$ cat config.mk
export PLATFORM = sky130hd
export DESIGN_NAME = fp32_classify_arb
export DESIGN_NICKNAME = d
export VERILOG_FILES = /design/src/rtl/fp32_classify_arb.sv
export SDC_FILE = /design/constraint.sdc
export NUM_CORES = 1
export LEC_CHECK = 0
export CAP_MARGIN = 20
export CORE_MARGIN = 2
export CORE_UTILIZATION = 39
export CTS_CLUSTER_SIZE = 16
export DETAILED_ROUTE_END_ITERATION = 7
export PLACE_DENSITY = 0.77
export REMOVE_ABC_BUFFERS = 1
export SLEW_MARGIN = 10
export SYNTH_ARGS = -nofsm -noshare
export SYNTH_HDL_FRONTEND = slang
export SYNTH_SLANG_ARGS = --single-unit
$ cat constraint.sdc
create_clock -name clk -period 2.2 [get_ports clk]
set_input_delay 0.44 -clock clk [delete_from_list [all_inputs] [get_ports clk]]
set_output_delay 0.44 -clock clk [all_outputs]
set_load 0.02 [all_outputs]
$ cat src/rtl/fp32_classify_arb.sv
// Two-requester round-robin arbiter feeding a single-entry FP32 classifier result register.
// Counts signaling-NaN results in a saturating, synchronously clearable counter.
module fp32_classify_arb #(
  parameter int CNT_W = 16
) (
  input  logic             clk,
  input  logic             rst,
  input  logic             req0_valid,
  input  logic [31:0]      req0_data,
  output logic             req0_ready,
  input  logic             req1_valid,
  input  logic [31:0]      req1_data,
  output logic             req1_ready,
  output logic             out_valid,
  input  logic             out_ready,
  output logic             out_id,
  output logic [31:0]      out_data,
  output logic [9:0]       out_class,
  input  logic             cnt_clr,
  output logic [CNT_W-1:0] snan_cnt
);

  localparam logic [CNT_W-1:0] CNT_MAX = '1;

  function automatic logic [9:0] classify(input logic [31:0] d);
    logic        sign;
    logic [7:0]  expo;
    logic [22:0] mant;
    logic [9:0]  c;
    sign = d[31];
    expo = d[30:23];
    mant = d[22:0];
    c    = '0;
    if (expo == 8'hFF && mant != '0) begin
      if (mant[22]) c[1] = 1'b1;
      else          c[0] = 1'b1;
    end else if (expo == 8'hFF) begin
      if (sign) c[2] = 1'b1;
      else      c[9] = 1'b1;
    end else if (expo == 8'h00 && mant == '0) begin
      if (sign) c[5] = 1'b1;
      else      c[6] = 1'b1;
    end else if (expo == 8'h00) begin
      if (sign) c[4] = 1'b1;
      else      c[7] = 1'b1;
    end else begin
      if (sign) c[3] = 1'b1;
      else      c[8] = 1'b1;
    end
    return c;
  endfunction

  logic        rr;
  logic        load_ok;
  logic        grant0;
  logic        grant1;
  logic        load;
  logic [31:0] sel_data;
  logic [9:0]  sel_class;

  assign load_ok = !out_valid || out_ready;
  // rr names the requester that wins when both are offering
  assign grant0  = req0_valid && (!req1_valid || !rr);
  assign grant1  = req1_valid && (!req0_valid || rr);

  assign req0_ready = !rst && load_ok && grant0;
  assign req1_ready = !rst && load_ok && grant1;
  assign load       = req0_ready || req1_ready;

  assign sel_data  = grant1 ? req1_data : req0_data;
  assign sel_class = classify(sel_data);

  always_ff @(posedge clk or posedge rst) begin
    if (rst) begin
      out_valid <= 1'b0;
      out_id    <= 1'b0;
      out_data  <= '0;
      out_class <= '0;
      rr        <= 1'b0;
    end else if (load) begin
      out_valid <= 1'b1;
      out_id    <= grant1;
      out_data  <= sel_data;
      out_class <= sel_class;
      rr        <= !grant1;
    end else if (out_ready) begin
      out_valid <= 1'b0;
    end
  end

  // Clear has priority over a same-cycle sNaN load
  always_ff @(posedge clk or posedge rst) begin
    if (rst) begin
      snan_cnt <= '0;
    end else if (cnt_clr) begin
      snan_cnt <= '0;
    end else if (load && sel_class[0] && snan_cnt != CNT_MAX) begin
      snan_cnt <= snan_cnt + 1'b1;
    end
  end

endmodule

=== After elaboration in Yosys (flattened, before gate mapping) ===
Cells that the tools add are included.

* Register bits after elaboration: 61
* Bits of input ports: 70
* Output and inout bits: 62
* Logic and storage cells: 54

* Add/subtract/negate cells: 1
* Equal/unequal tests: 2
* Multiplexer cells: 21
* Reduce and logical (&&, ||, !) cells: 24

{| class="wikitable"
|+ Operators with widths
! operator !! number
|-
| 16-bit 2-to-1 mux || 2
|-
| 32-bit 2-to-1 mux || 1
|-
| 23-bit logical NOT || 1
|-
| 23-bit nonzero test || 1
|-
| 16-bit by 1-bit adder with 16-bit output, second input constant || 1
|-
| 16-bit inequality test, second input constant || 1
|-
| 1-bit 2-to-1 mux || 12
|-
| 1-bit logical AND || 9
|-
| 8-bit == test, second input constant || 1
|-
| 8-bit logical NOT || 1
|-
| 2-bit 2-to-1 mux || 4
|-
| 8-bit 2-to-1 mux || 1
|-
| 1-bit logical NOT || 6
|-
| 6-bit 2-to-1 mux || 1
|-
| 1-bit logical OR || 4
|-
| 2-bit nonzero test || 2
|}

=== Logic depth before layout (Yosys ltp) ===
* Word-level depth: 11
* Mapped depth: 10
* Depth with buffers taken out: 6

=== Worst setup path after synthesis ===
No wires, ideal clock.

* Kind: input-to-reg
* Start point: input req1_valid
* End point: register snan_cnt[6]
* Setup time: 0.078 ns
* Arrival: 2.174 ns
* Data required time: 2.122 ns
* Setup slack: -0.052 ns
* Cell stages on the path: 8
* Path buffers: 3
* Path through: buf_2 -> nand2_4 -> and4b_4 -> or4_1 -> buf_2 -> buf_6 -> or4_1 -> a21oi_1

* Cells in the longest elaborated chain, start to end: 8
* Elaborated cells between the ends (all ways): 16
* Those cells by class: eq/ne (1); mux (3); reduce/logical (12)

{| class="wikitable"
|+ RTL lines
! item !! line !! RTL
|-
| start: declaration || 11 || <nowiki>input logic req1_valid,</nowiki>
|-
| 1-bit logical AND or 1-bit logical NOT (tied branches) || 64, 63 ||
|-
| 32-bit 2-to-1 mux or 1-bit logical OR (tied branches) || 70, 63 ||
|-
| 23-bit nonzero test (tied with other cells) || 34 || <nowiki>if (expo == 8'hFF && mant != '0) begin</nowiki>
|-
| 1-bit logical AND, on equally long branches || 34, 66 ||
|-
| 2-bit 2-to-1 mux or 1-bit logical OR (tied branches) || 34, 68 ||
|-
| 1-bit logical AND * (2 in a row) || 97 || <nowiki>end else if (load && sel_class[0] && snan_cnt != CNT_MAX) begin</nowiki>
|-
| 2-bit nonzero test (no source line) * || n/a ||
|-
| end signal: assignment || 98 || <nowiki>snan_cnt <= snan_cnt + 1'b1;</nowiki>
|-
| end: declaration || 20 || <nowiki>output logic [CNT_W-1:0] snan_cnt</nowiki>
|}

Mark *: on every way between the ends. The rest lies on a longest branch, timed or not.
A chain may end at the register's enable or synchronous reset.

=== Worst setup path in the final report ===
* Start point: register rr
* End point: register snan_cnt[7]

* Cells in the longest elaborated chain, start to end: 9
* Elaborated cells between the ends (all ways): 17
* Those cells by class: eq/ne (1); mux (3); reduce/logical (13)

{| class="wikitable"
|+ RTL lines
! item !! line !! RTL
|-
| start: declaration || 53 || <nowiki>logic rr;</nowiki>
|-
| start signal: assignment || 85 || <nowiki>rr <= !grant1;</nowiki>
|-
| 1-bit logical OR || 64 || <nowiki>assign grant1 = req1_valid && (!req0_valid || rr);</nowiki>
|-
| 1-bit logical AND || 64 ||
|-
| 32-bit 2-to-1 mux || 70 || <nowiki>assign sel_data = grant1 ? req1_data : req0_data;</nowiki>
|-
| 23-bit nonzero test or 8-bit == test (tied branches) || 34 ||
|-
| 1-bit logical AND || 34 ||
|-
| 2-bit 2-to-1 mux || 34 ||
|-
| 1-bit logical AND * (2 in a row) || 97 ||
|-
| 2-bit nonzero test (no source line) * || n/a ||
|}

Marks and branches as above.

==> out/metrics.yaml <==
synth_xor_area_share_pct: 0
ys_top_cells_by_count: "dfrtp_1, nand2_1, o21ai_0"
drive_gt1_share_pct: 24.3
crit_type: "flip-flop to flip-flop"
rows: 32
finalCritPeriodShare_pct: 102
yosysWarningCount: 0
initial_utilization_pct: 40.1
firstDrtPassIters: 4
cts.sinks: 61
synth_edf_count: 0
die_w_um: 93.2
ys_seq_area_share_pct: 49.2
core_um2: 7730
worstSetupStartpointType: "flip-flop"
required_ps: 2470
grt_pass1_vias: 3474
rsz0062_at_grt: "yes"
dpl_worst_slack_ps: -627
synth.most_common_cell: "dfrtp_1"
antenna_found_initial: 1
path_max_fanout: 5
fin_crit_ps: 2250
holdCritPathClass: "input pin to async pin"
numPortBuffers: 131
finalPower_w: 0.00352
slew_viol_final: 0
fp.dieH_um: 93.2
ys_async_sr_fraction_pct: 100
m1WireLength_um: 4020
root_buffer: "clkbuf_8"
setup_viol: 8
clkSlewWorstSetupHoldPaths_ps: 70
path_cells: "nand2b_4, nand2_4, buf_6, mux2i_2, or4_4, buf_6, or4_4, a21oi_2"
final_area_um2: 5400
avgSynthCellArea_um2: 9.49
grt_usage_pct: 23.8
clk-insertion-delay-late_ps: 340
whs_ps: 447
cellPowerDensity_nw_per_um2: 652
instances_no_fill: 633
ys_types: 32
routed_wl_um: 10100
synth_largest_area_cell: "dfrtp_1"
grt_pass1_wl_um: 16300
timing.fmax_mhz: 445
vias: 3392
ys_dominant_reg_cell: "dfrtp_1"
crit_path_end_kind: "flip-flop"
cts_buffers: 9
remaining_drc_errors: 0
cap_violations: 0
critical_path_arrival_ps: 2510
slew_headroom_pct: 70.6
vdd_drop_max_mv: 0.344
synth_top_area_share_pct: 49.2
post_synth_fa_ha_maj_area_fraction_pct: 0.403
grt_overflow_total: 0
wl_met3_um: 564
cts_tree: "yes"
synth_compound_gate_area_share_pct: 15.1
first_iter_violations: 125
nets: 596
ios: 132
netlist_area_um2: 3100
synthTopCellsByArea: "dfrtp_1, mux2i_1, nand2_1, o21ai_0, nor4_1"
place_area_um2: 4980
violations: "negative setup slack"
area_delta_synth_final_pct: 74.1
viasPerCell: 5.36
critical_path.top_delay_family: "simple AND/OR/NAND/NOR gates"
place_congestion: 0.899
synthMuxAreaShare_pct: 11.1
leakage_nw: 2.46
fin_skew_ps: 9.32
synth-simple-area-share_pct: 20.7
clk_path_buf_depth: 2
synth_top_family_by_area: "simple AND/OR/NAND/NOR gates"
syn_inst: 327
top_layer: "met4"
cpPeakStageDelay_ps: 540
final_antenna_net_count: 0
wl_per_cell_um: 16.0
cts_max_level: 3
dp_hpwl_um: 7450
die_area_um2: 8680
ys_ff_latch: 61
wl_met2_um: 5310
dp.cells: 604
slowest_stage: "or4_4"
final-hold-violation-count: 0
fin_ws_ps: -45.5
cp.buffers_inverters: 2
grt_max_degree: 62
worst_pin_slew_ps: 439
status: "complete, but fails checks"
==> through the flow <==
step / setup TNS [ps] / util [%]
after floorplan: -95790 / -
after global placement: -9630 / 64.4
after detailed placement: -11090 / 64.4
after CTS: -38.4 / 68.6
after global routing: -901 / 69.8
final: -293 / 69.9
==> report_power, final <==
| group | total, W | internal [W] | leakage (nW) | switching, W |
|---|---|---|---|---|
| logic | 0.000992 | 0.000500 | 1.55 | 0.000491 |
| registers | 0.00133 | 0.00125 | 0.787 | 0.0000794 |
| clock network | 0.00120 | 0.000760 | 0.126 | 0.000435 |
==> final cells by class <==
cell class | instances | area, um^2
Sequential cell | 61 | 1530
Multi-Input combinational cell | 240 | 1640
Clock inverter | 3 | 65.1
Clock buffer | 13 | 179
Timing Repair Buffer | 205 | 1830
Tap cell | 102 | 128
Fill cell | 609 | 2330
Antenna cell | 1 | 2.50
Inverter | 8 | 30.0
==> worst reg2reg max path, cell delays in order, from the launching register on <==
cell	delay (ps)
dfrtp_1	360
nand2b_4	150
nand2_4	70
buf_6	130
mux2i_2	150
or4_4	540
buf_6	160
or4_4	480
a21oi_2	140
==> cell families after synthesis <==
family | after synthesis
flip-flops | 61
multiplexers | 34
AO/OA/AOI/OAI | 80
AND/OR/NAND/NOR | 125
buffers and inverters | 26
adder cells (fa/ha/maj) | 1
==> layer usage <==
metal / vias to the layer above / GRT usage (%)
li1: 1607 / -
met1: 1630 / 27.1
met2: 132 / 43.5
met3: 23 / 4.51
met4: 0 / 9.93
met5: - / 0
==> timing repair <==
action | CTS | global route
buffers inserted | 9 | 2
hold buffers | 0 | 0
pin swaps | 22 | 10
endpoints found under the setup margin | 19 | 12
gates cloned | 2 | 0
gates resized for setup | 90 | 20
==> layout by cell type, fill, tap and decap left out, drive strengths merged <==
cell type      count
or4                9
clkdlybuf4s50     63
clkinv             1
nand4             12
and4               2
o21ai             39
or3                4
a211oi             1
o41ai              3
inv                8
nor4              17
and3               3
dfrtp             61
nor2b              2
o31ai             12
and4b              1
clkdlybuf4s15      1
buf               74
o21a               3
nand2b             1
a21o               3
mux2i             32
a21oi             17
a211o              1
nor3               2
nor2               9
mux2               2
dlygate4sd2       67
a32o               1
clkbuf            13
diode              1
nand2             55
bufinv             2
ha                 1
nand3              8
==> final timing paths <==
check / cells past startpoint / to / slack, ps / start
max: 8 / snan_cnt[7] / -50 / rr
min: 4 / out_data[22] / 450 / rst
max reg2reg: 8 / snan_cnt[7] / -50 / rr
min reg2reg: 2 / out_data[27] / 480 / out_data[27]
max in group asynchronous: 4 / out_data[27] / 1500 / rst
min in group clk: 2 / out_data[27] / 480 / out_data[27]
==> flip-flops by register name, summed over array words and instances (netlist names) <==
name       cells
out_class     10
out_data      32
out_id         1
out_valid      1
rr             1
snan_cnt      16
Power figures use the tool's default switching activity.
